## config.mk

```make
export PLATFORM = sky130hd
export DESIGN_NAME = mul_seq_flat
export DESIGN_NICKNAME = d
export VERILOG_FILES = /design/src/rtl/mul_pkg.sv /design/src/rtl/mul_seq_if.sv /design/src/rtl/mul_seq_step.sv /design/src/rtl/mul_seq.sv /design/src/flat_wrapper.sv
export SDC_FILE = /design/constraint.sdc
export NUM_CORES = 1
export LEC_CHECK = 0
export ABC_AREA = 1
export CAP_MARGIN = 10
export CORE_MARGIN = 2
export CORE_UTILIZATION = 48
export DETAILED_ROUTE_END_ITERATION = 10
export PLACE_DENSITY = 0.8
export SYNTH_ARGS = -nofsm -noshare
export SYNTH_HDL_FRONTEND = slang
export SYNTH_SLANG_ARGS = --single-unit
```

## constraint.sdc

```tcl
create_clock -name clk -period 2.15 [get_ports clk]
set_input_delay 0.43 -clock clk [delete_from_list [all_inputs] [get_ports clk]]
set_output_delay 0.43 -clock clk [all_outputs]
set_load 0.005 [all_outputs]
```

## src/rtl/mul_pkg.sv

```systemverilog
// Shared FSM encoding and counter sizing for the sequential multiplier (and divider).
package mul_pkg;
    typedef enum logic [1:0] {IDLE, RUN, DONE} state_e;

    localparam int N_DEF = 4;
    localparam int CNT_W = $clog2(N_DEF) + 1;

    // Step-counter width for an arbitrary operand width n.
    function automatic int cnt_w(input int n);
        return $clog2(n) + 1;
    endfunction
endpackage

```

## src/rtl/mul_seq_if.sv

```systemverilog
// Operand/result bundle for mul_seq; the bench drives the master side.
interface mul_seq_if #(parameter int N = 4);
    logic           ld;
    logic [N-1:0]   a;
    logic [N-1:0]   b;
    logic [2*N-1:0] ra;
    logic [2*N-1:0] rb;
    logic [N-1:0]   ry;
    logic           busy;
    logic           done;

    modport master (output ld, a, b, input ra, rb, ry, busy, done);
    modport slave  (input ld, a, b, output ra, rb, ry, busy, done);
endinterface

```

## src/rtl/mul_seq_step.sv

```systemverilog
// One shift-add step: conditionally accumulate, then advance multiplicand and multiplier.
module mul_step #(
    parameter int N = 4
) (
    input  logic [2*N-1:0] ra_i,
    input  logic [2*N-1:0] rb_i,
    input  logic [N-1:0]   ry_i,
    output logic [2*N-1:0] ra_o,
    output logic [2*N-1:0] rb_o,
    output logic [N-1:0]   ry_o
);
    // Product fits in 2N bits, so the add cannot overflow.
    assign ra_o = ry_i[0] ? ra_i + rb_i : ra_i;
    assign rb_o = rb_i << 1;
    assign ry_o = ry_i >> 1;
endmodule

```

## src/rtl/mul_seq.sv

```systemverilog
// Sequential shift-add multiplier: N-bit unsigned a*b in exactly N RUN cycles.
module mul_seq
    import mul_pkg::*;
#(
    parameter int N = 4
) (
    input logic       clk,
    input logic       rst,
    mul_seq_if.slave  bus
);
    localparam int CW = cnt_w(N);

    state_e         state_q;
    logic [2*N-1:0] ra_q, rb_q, ra_d, rb_d;
    logic [N-1:0]   ry_q, ry_d;
    logic [CW-1:0]  cnt_q;
    logic           busy_q, done_q;

    mul_step #(.N(N)) u_step (
        .ra_i (ra_q), .rb_i (rb_q), .ry_i (ry_q),
        .ra_o (ra_d), .rb_o (rb_d), .ry_o (ry_d)
    );

    always_ff @(posedge clk) begin
        if (rst) begin
            state_q <= IDLE;
            ra_q    <= '0;
            rb_q    <= '0;
            ry_q    <= '0;
            cnt_q   <= '0;
            busy_q  <= 1'b0;
            done_q  <= 1'b0;
        end else begin
            case (state_q)
                IDLE, DONE: begin
                    if (bus.ld) begin
                        state_q <= RUN;
                        ra_q    <= '0;
                        rb_q    <= {{N{1'b0}}, bus.a};
                        ry_q    <= bus.b;
                        cnt_q   <= '0;
                        busy_q  <= 1'b1;
                        done_q  <= 1'b0;
                    end
                end
                RUN: begin
                    // Fixed N steps; no early exit when ry runs out of ones.
                    ra_q  <= ra_d;
                    rb_q  <= rb_d;
                    ry_q  <= ry_d;
                    cnt_q <= cnt_q + CW'(1);
                    if (cnt_q == CW'(N - 1)) begin
                        state_q <= DONE;
                        busy_q  <= 1'b0;
                        done_q  <= 1'b1;
                    end
                end
                default: begin
                    state_q <= IDLE;
                    busy_q  <= 1'b0;
                    done_q  <= 1'b0;
                end
            endcase
        end
    end

    assign bus.ra   = ra_q;
    assign bus.rb   = rb_q;
    assign bus.ry   = ry_q;
    assign bus.busy = busy_q;
    assign bus.done = done_q;
endmodule

```

## src/flat_wrapper.sv

```systemverilog
// flat-port wrapper written by rule: the top's interface ports become plain ports
module mul_seq_flat import mul_pkg::*;
#(
    parameter int N = 4
)
  (clk, rst, bus_ld, bus_a, bus_b, bus_ra, bus_rb, bus_ry, bus_busy, bus_done);
  mul_seq_if #(.N(N)) bus_i ();
  input logic clk;
  input logic rst;
  input wire logic [$bits(bus_i.ld)-1:0] bus_ld;
  input wire logic [$bits(bus_i.a)-1:0] bus_a;
  input wire logic [$bits(bus_i.b)-1:0] bus_b;
  output wire logic [$bits(bus_i.ra)-1:0] bus_ra;
  output wire logic [$bits(bus_i.rb)-1:0] bus_rb;
  output wire logic [$bits(bus_i.ry)-1:0] bus_ry;
  output wire logic [$bits(bus_i.busy)-1:0] bus_busy;
  output wire logic [$bits(bus_i.done)-1:0] bus_done;
  assign bus_i.ld = bus_ld;
  assign bus_i.a = bus_a;
  assign bus_i.b = bus_b;
  assign bus_ra = bus_i.ra;
  assign bus_rb = bus_i.rb;
  assign bus_ry = bus_i.ry;
  assign bus_busy = bus_i.busy;
  assign bus_done = bus_i.done;
  mul_seq #(.N(N)) u_core (.clk(clk), .rst(rst), .bus(bus_i));
endmodule
```

==> metrics.txt, run 1 <==
status=completed; Min Clock Period, post-route=1.75 ns; post-CTS sizing=0; Post-CTS Setup Inserts=0; share of cells above drive strength 1=7.21%; diode count=0; Initial Util=51.3%; P_leak=~0.00073 uW; antenna-violating nets left=0; #FFs+latches synth=26; Layout Cell Area excl Fill=roughly 1700 sq um; Worst-Margin Slew=about 0.35 ns; Worst VDD drop=0.560 mV; clk_skew=between 0.005 and 0.006 ns; GP Congestion=0.820; Clock Tree Root=clkbuf_4; setup TNS=0 ns; CTS tree=built; Gate power share=17.4%; DR WL/cell=between 10 and 15 um; Clock Pin Slew Worst Setup and Hold Paths=approximately 0.15 ns; crit path capture=bus_rb[1]; drt drc=0; grt total ovfl=0; total CTS buffers=3; FILL cells=roughly 240; CORE AREA=between 2000 and 3000 sq um; Setup CP Type=flip-flop to output port; crit path max fanout=5; slowest CP cell=clkdlybuf4s50_1; DR pass1 iterations=4; Boundary Pins=33; commonest non-fill, non-tap cell in the layout=nand2_1; Distinct cells, synth=22; Port Buffers=32; area of the die=about 3100 sq um; Rel. slew slack=between 70% and 80%; vias in the first global route=roughly 1,200; routed vias/inst=~5.3; CP peak stage delay=~0.54 ns; Tot GR Track Use=20.4%; Die X=55.9 um; Storage cell area=between 500 and 600 sq um; final number of hold-violating endpoints=0; crit path launch type=flip-flop; Post-Syn Area per Cell=7.44 sq um; post-cts hold buffer count=0; total power=~940 uW; sequential fraction of the synthesis area=between 40% and 50%; reg2reg end=u_core.bus.ra[4]; Ys Warns=0; htree depth=1; Nets=230; Area Growth Syn to Fin=29.3%; first-pass GRT wire length=roughly 5.2 mm; Mapped Cells=around 170; Worst R2R Path Depth=7; P_sw=approximately 250 uW; max-slew violation count=0; clock sinks=26; CP Capture Type=output port; Core Util, Final=66.3%; CP Depth=1; CP Cell Sequence=clkdlybuf4s50_1; initial antenna violation count=0; Max Fclk=572 MHz; Clock power frac=around a quarter; RR Startpoint=u_core.bus.rb[0]; Min-Delay Path Class=flip-flop to flip-flop; Power per Cell Area=between 500 and 600 nW/um^2; Clock Tree Buf Depth=2; drt total wl=between 3 and 4 mm; worst path bufs/invs=1; RSZ-0062 raised after global routing=false; Die Span Y=between 50 and 60 um; Top delay family on crit path=buffers and inverters; area of the multi-input gates=roughly 670 sq um; First DRT Iteration DRCs=29; P_int=around 690 uW; DP Area=roughly 1600 sq um; DP HPWL=around 2.4 mm; clock latency on the worst-skew pair=roughly 0.32 ns; largest net degree at the start of global routing=19; Critical Path Start=u_core.bus.rb[1]; Net Sw Frac=a little over a quarter; CP arrival=about 1.3 ns; post-synthesis cell area=1290 sq um; CP required=between 1.5 and 2 ns; Final Cycle Share=between 80% and 90%; total number of vias=between 1,000 and 1,500; Mapped Nets=195; FP Rows=18; reg2reg setup slack=between 0.4 and 0.5 ns; Max-Cap Viols=0; power share of the sequential group=56.1%; setup violators final=0; most frequent cells in the layout=nand2_1 (45), clkdlybuf4s50_1 (32), dfxtp_1 (26), a21oi_1 (25), inv_1 (14)
## metal layers
layer	vias up	track usage [%]	wire, um
met5	-	0	0
met4	0	3.40	44
met3	6	3.49	120
met2	28	37.4	1560
met1	589	25.4	1330
li1	635	-	-
## kinds of logic after synthesis
| kind of cell | share of synthesized area, % |
|---|---|
| flops | 40.2 |
| buf+inv | 7.93 |
| fa+ha+maj | 10.3 |
| compound gates | 14.2 |
| simple gates | 25.3 |
| xor+xnor | 2.03 |
## metrics by stage
stage	hold WS (ns)	std cells	worst slack, ns
floorplan	0.433	174	0.552
global placement	0.445	234	0.417
detailed placement	0.464	234	0.351
CTS	0.483	238	0.386
global route	0.497	238	0.322
finish	0.480	238	0.403
## flip-flops by register name (all words and copies together) (netlist names)
register         cells
u_core.bus.busy      1
u_core.bus.done      1
u_core.bus.ra        8
u_core.bus.rb        8
u_core.bus.ry        4
u_core.cnt_q         3
u_core.state_q       1
## synth_stat cells
library cell | count | area share [%]
nand2_2 | 1 | 0.48
xnor2_1 | 1 | 0.68
clkbuf_1 | 2 | 0.58
fa_1 | 1 | 1.5
a21oi_1 | 25 | 9.7
or2_2 | 1 | 0.48
nand2_1 | 45 | 13
inv_2 | 3 | 0.87
inv_6 | 1 | 0.68
nor3_1 | 5 | 1.9
o21ai_0 | 8 | 3.1
or2_1 | 1 | 0.48
buf_6 | 2 | 1.7
inv_1 | 14 | 4.1
nand3_1 | 10 | 3.9
ha_1 | 9 | 8.7
dfxtp_1 | 26 | 40
nor2_2 | 2 | 0.97
nor2_1 | 11 | 3.2
xor2_1 | 2 | 1.4
nor2_4 | 1 | 0.87
o22ai_1 | 3 | 1.5
## layout make-up
class | count | area share, %
Multi-Input combinational cell | 126 | 40.1
Timing Repair Buffer | 34 | 20.0
Tap cell | 30 | 2.24
Inverter | 18 | 4.34
Sequential cell | 26 | 31.1
Clock buffer | 4 | 2.17
## how the worst min path moves through the flow
stage | cells after the start | to | from
finish | 1 | u_core.cnt_q[0] | u_core.cnt_q[0]
global placement | 1 | u_core.cnt_q[0] | u_core.cnt_q[0]
floorplan | 1 | u_core.cnt_q[0] | u_core.cnt_q[0]
detailed placement | 1 | u_core.cnt_q[0] | u_core.cnt_q[0]
global route | 1 | u_core.cnt_q[0] | u_core.cnt_q[0]
CTS | 1 | u_core.cnt_q[0] | u_core.cnt_q[0]
## power groups by stage
| stage | registers, uW | logic, uW | clock network [uW] |
|---|---|---|---|
| 2_1_floorplan | 533 | 90.9 | 0 |
| 3_3_place_gp | 536 | 156 | 0 |
| 3_5_place_dp | 537 | 164 | 0 |
| 4_1_cts | 527 | 165 | 254 |
| 5_1_grt | 530 | 181 | 275 |
| 6_report | 527 | 163 | 250 |
No activity file was read; power rests on OpenSTA's default activity.
==> inputs of run 2 (changes only) <==
- clock period: 2.15 -> 1.76 ns (I/O delays scaled with it)
==> metrics.txt, run 2 (synthesized netlist as in run 1, its figures left out) <==
Gate power share=19.6% (+2.2 points); global routing usage on met1=25.9% (+0.54 points); area of the die=3130 sq um (unchanged); hold_sp=u_core.cnt_q[0]; largest net degree at the start of global routing=19 (unchanged); crit path launch type=flip-flop; Worst-Margin Slew=0.223 ns (-0.124 ns); DP Area=1670 sq um (+2.3%); Port Buffers=32 (unchanged); area of the multi-input gates=677 sq um (+0.93%); Rel. slew slack=85.1% (+8.3 points); drt total wl=2.98 mm (-2.3%); CP required=1.41 ns (-0.31 ns); Area Growth Syn to Fin=31.6%; Top delay family on crit path=buffers and inverters; Min Clock Period, post-route=~1.7 ns; Tot GR Track Use=20.8% (+0.44 points); Place WS=0.103 ns (-0.247 ns); clock latency on the worst-skew pair=0.31 ns (about the same); initial antenna violation count=0 (unchanged); FILL cells=221 (-7.5%); GR Util met3=4.19% (+0.70 points); Layout Cell Area excl Fill=1700 sq um (+1.8%); DR pass1 iterations=4 (unchanged); RR Startpoint=u_core.bus.rb[0]; max-slew violation count=0 (unchanged); P_leak=0.000743 uW (+2.0%); CP Capture Type=output port; M2 GR Usage=36.1% (-1.4 points); Power per Cell Area=646 nW/um^2 (+15%); grt total ovfl=0 (unchanged); FP Rows=18 (unchanged); Final Cycle Share=between 90 and 100%; diode count=0 (unchanged); CORE AREA=2520 sq um (unchanged); Max-Cap Viols=0 (unchanged); vias in the first global route=1,237 (+5.2%); Max Fclk=about 610 MHz; Clock power frac=22.1% (-4.4 points); Clock Pin Slew Worst Setup and Hold Paths=0.13 ns (-0.02 ns); Nets=235 (+2.2%); antenna-violating nets left=0 (unchanged); slowest CP cell=clkdlybuf4s50_1; GP Congestion=0.841 (+2.5%); setup violators final=0 (unchanged); Net Sw Frac=26.6% (-0.16 points); final number of hold-violating endpoints=0 (unchanged); Setup CP Type=flip-flop to output port; Worst Hold Slack=0.478 ns (-0.00219 ns); htree depth=1 (unchanged); Clock Tree Root=clkbuf_4; final setup margin=0.109 ns (-0.295 ns); clk_skew=0.00373 ns (-0.00165 ns); clock sinks=26 (unchanged); DR WL/cell=12.3 um (-3.9%); drt drc=0 (unchanged); worst path bufs/invs=1 (unchanged); commonest non-fill, non-tap cell in the layout=nand2_1; P_int=807 uW (+17%); share of cells above drive strength 1=9.91% (+2.7 points); power share of the sequential group=58.3% (+2.2 points); Min-Delay Path Class=flip-flop to flip-flop; Critical Path Start=u_core.bus.rb[3]; First DRT Iteration DRCs=44 (+52%); Worst VDD drop=0.529 mV (-5.4%); Initial Util=51.3% (unchanged); total CTS buffers=3 (unchanged); Die X=55.9 um (unchanged); Storage cell area=520 sq um (unchanged); CP peak stage delay=0.54 ns (about the same); CP Cell Sequence=clkdlybuf4s50_1; most used routing layer in global routing=met2; Die Span Y=55.9 um (unchanged); status=completed; crit path max fanout=4 (-1); first-pass GRT wire length=5.29 mm (+1.5%); Clock Tree Buf Depth=2 (unchanged); routed vias/inst=5.26 (-0.56%); CTS tree=built; total number of vias=1,272 (+1.1%); most frequent cells in the layout=nand2_1 (45), clkdlybuf4s50_1 (32), dfxtp_1 (26), a21oi_1 (24), inv_1 (14); CP arrival=1.30 ns (-0.02 ns); setup TNS=0 ns (unchanged); Boundary Pins=33 (unchanged); P_sw=293 uW (+16%); DP HPWL=2.35 mm (-2.1%); RSZ-0062 raised after global routing=false
run 2: cell types whose count changed in the layout (fill, tap and decap cells not counted), sizes merged:
cell	previous run	this run
buf	2	7
clkbuf	4	3
run 2: final timing paths:
check / slack [ns] / cells after the start / to
setup / recovery: 0.11 / 1 / bus_rb[3]
hold / removal: 0.48 / 1 / u_core.cnt_q[0]
setup reg to reg: 0.15 / 7 / u_core.bus.ra[4]
hold reg to reg: 0.48 / 1 / u_core.cnt_q[0]
run 2: per-stage QoR:
stage | instances | utilization, % | power [uW]
after CTS | 242 | 67.3 | 1110
after floorplan | 174 | - | 763
after detailed placement | 239 | 66.4 | 869
final | 242 | 67.5 | 1100
after global placement | 239 | 66.4 | 863
after global routing | 242 | 67.5 | 1160
run 2: power groups by stage:
stage               Sequential, uW  Combinational (uW)  Clock [uW]
global placement               653                 209           0
floorplan                      652                 111           0
global route                   646                 237         274
CTS                            642                 214         251
finish                         642                 215         243
detailed placement             655                 214           0
run 2: area by class of cell:
class / instances / share of cell area [%]
Clock buffer: 3 / 1.32
Multi-Input combinational cell: 126 / 39.8
Inverter: 18 / 4.26
Timing Repair Buffer: 39 / 21.9
Tap cell: 30 / 2.20
Sequential cell: 26 / 30.6
run 2: what timing repair did:
item,in CTS,in global routing
resized for setup,0,2
hold buffers,0,0
setup buffers,0,0
endpoints found under the setup margin,0,1
run 2: metal layers:
metal | part of all wire [%] | vias up
met3 | 3.9 | 2
met5 | 0 | -
met4 | 0.47 | 0
met1 | 46 | 584
li1 | - | 646
met2 | 50 | 40
==> inputs of run 3 (changes only) <==
- CORE_MARGIN: 2 -> 5
- SKIP_CTS_REPAIR_TIMING: unset -> 1
==> metrics.txt, run 3 (synthesized netlist as in run 1, its figures left out) <==
status=completed; Met1 Wirelength=1.39 mm (+2.3%); total CTS buffers=3 (unchanged); crit path max fanout=3 (-1); RSZ-0062 raised after global routing=false; clock sinks=26 (unchanged); Final Cycle Share=95.3% (+1.5 points); share of cells above drive strength 1=9.91% (unchanged); First DRT Iteration DRCs=65 (+48%); P_leak=0.000744 uW (+0.13%); GP Congestion=0.817 (-2.8%); final number of hold-violating endpoints=0 (unchanged); Min Clock Period, post-route=1.68 ns (+0.0262 ns); grt total ovfl=0 (unchanged); most frequent cells in the layout=nand2_1 (45), clkdlybuf4s50_1 (32), a21oi_1 (25), dfxtp_1 (25), inv_1 (14); Power per Cell Area=655 nW/um^2 (+1.4%); DR pass1 iterations=4 (unchanged); DP Cell Count=239 (unchanged); CP required=1.41 ns (about the same); Clock Tree Buf Depth=2 (unchanged); initial antenna violation count=0 (unchanged); first-pass GRT wire length=5.43 mm (+2.7%); Setup CP Type=flip-flop to output port; Clock power frac=22.8% (+0.7 points); Worst VDD drop=0.466 mV (-12%); drt drc=0 (unchanged); Nets=235 (unchanged); commonest non-fill, non-tap cell in the layout=nand2_1; CORE AREA=2520 sq um (unchanged); Top delay family on crit path=buffers and inverters; Max-Cap Viols=0 (unchanged); CP Capture Type=output port; routed vias/inst=5.21 (-0.86%); CTS tree=built; P_int=808 uW (+0.17%); Rel. slew slack=83.9% (-1.2 points); Clock Tree Root=clkbuf_4; Worst-Margin Slew=0.241 ns (+0.0181 ns); Boundary Pins=33 (unchanged); P_sw=305 uW (+4.2%); vias in the first global route=1,249 (+0.97%); met3 WL=117 um (+0.86%); Max Used Layer=met4; clock latency on the worst-skew pair=0.32 ns (about the same); largest net degree at the start of global routing=19 (unchanged); Die X=61.9 um (+11%); CP arrival=1.33 ns (+0.03 ns); htree depth=1 (unchanged); DR WL/cell=13.1 um (+6.3%); crit path launch type=flip-flop; Die Span Y=61.9 um (+11%); DP HPWL=2.46 mm (+4.6%); Initial Util=51.3% (unchanged); met2 wire len=1.63 mm (+9.4%); Max Fclk=596 MHz (-1.6%); Port Buffers=32 (unchanged); Area Growth Syn to Fin=31.4%; Clock Pin Slew Worst Setup and Hold Paths=0.14 ns (about the same); Min-Delay Path Class=flip-flop to flip-flop; diode count=0 (unchanged); Gate power share=19.5% (about the same); FP Rows=18 (unchanged); antenna-violating nets left=0 (unchanged); Tot GR Track Use=19.1% (-1.7 points); Net Sw Frac=27.4% (+0.77 points); CP peak stage delay=0.49 ns (-0.05 ns); power share of the sequential group=57.7% (-0.6 points); clk_skew=0.00663 ns (+0.00289 ns); max-slew violation count=0 (unchanged); setup TNS=0 ns (unchanged); total number of vias=1,261 (-0.86%); area of the die=3830 sq um (+23%); slowest CP cell=clkdlybuf4s50_1; CP Cell Sequence=buf_4 -> clkdlybuf4s50_1; drt total wl=3.17 mm (+6.3%); setup violators final=0 (unchanged); worst path bufs/invs=2 (+1); Final Non-Filler Cells=242 (unchanged)
[run 3: path summary, 6_finish.rpt]
check                                 startpoint          endpoint  slack, ns  cells after the start
worst max-delay path            u_core.bus.rb[3]         bus_rb[3]       0.08                      2
worst min register to register   u_core.cnt_q[0]   u_core.cnt_q[0]       0.49                      1
worst min-delay path             u_core.cnt_q[0]   u_core.cnt_q[0]       0.49                      1
worst max register to register  u_core.bus.rb[0]  u_core.bus.ra[4]       0.10                      7
[run 3: area by class of cell]
| cell class | instances | area [sq um] |
|---|---|---|
| Tap cell | 30 | 37.5 |
| Inverter | 18 | 72.6 |
| Fill cell | 233 | 822 |
| Timing Repair Buffer | 39 | 373 |
| Clock buffer | 3 | 22.5 |
| Sequential cell | 26 | 522 |
| Multi-Input combinational cell | 126 | 673 |
[run 3: worst register-to-register path, stage by stage, from the launching register on]
cell,delay (ns)
dfxtp_2,0.37
ha_1,0.24
fa_2,0.37
nand3_1,0.10
nand2_1,0.08
or2_2,0.28
nand3_1,0.07
a21oi_1,0.06
[run 3: metal layers]
layer | track usage, % | up-vias
met4 | 5.45 | 0
met5 | 0 | -
li1 | - | 644
met1 | 23.2 | 586
met2 | 34.7 | 27
met3 | 3.10 | 4
[run 3: stage by stage]
stage | area (sq um) | setup slack, ns | hold WS [ns] | utilization [%] | power [uW]
global placement | 1670 | 0.0720 | 0.455 | 66.4 | 867
floorplan | 1290 | 0.162 | 0.433 | - | 763
global route | 1700 | 0.000667 | 0.520 | 67.4 | 1180
detailed placement | 1670 | 0.0185 | 0.456 | 66.4 | 872
CTS | 1700 | 0.0121 | 0.480 | 67.3 | 1130
finish | 1700 | 0.0825 | 0.488 | 67.4 | 1110
[run 3: power by group through the flow]
stage / clock (uW) / combinational, uW / sequential [uW]
floorplan: 0 / 111 / 652
global placement: 0 / 213 / 654
detailed placement: 0 / 217 / 654
CTS: 267 / 218 / 642
global route: 298 / 238 / 648
finish: 254 / 217 / 643
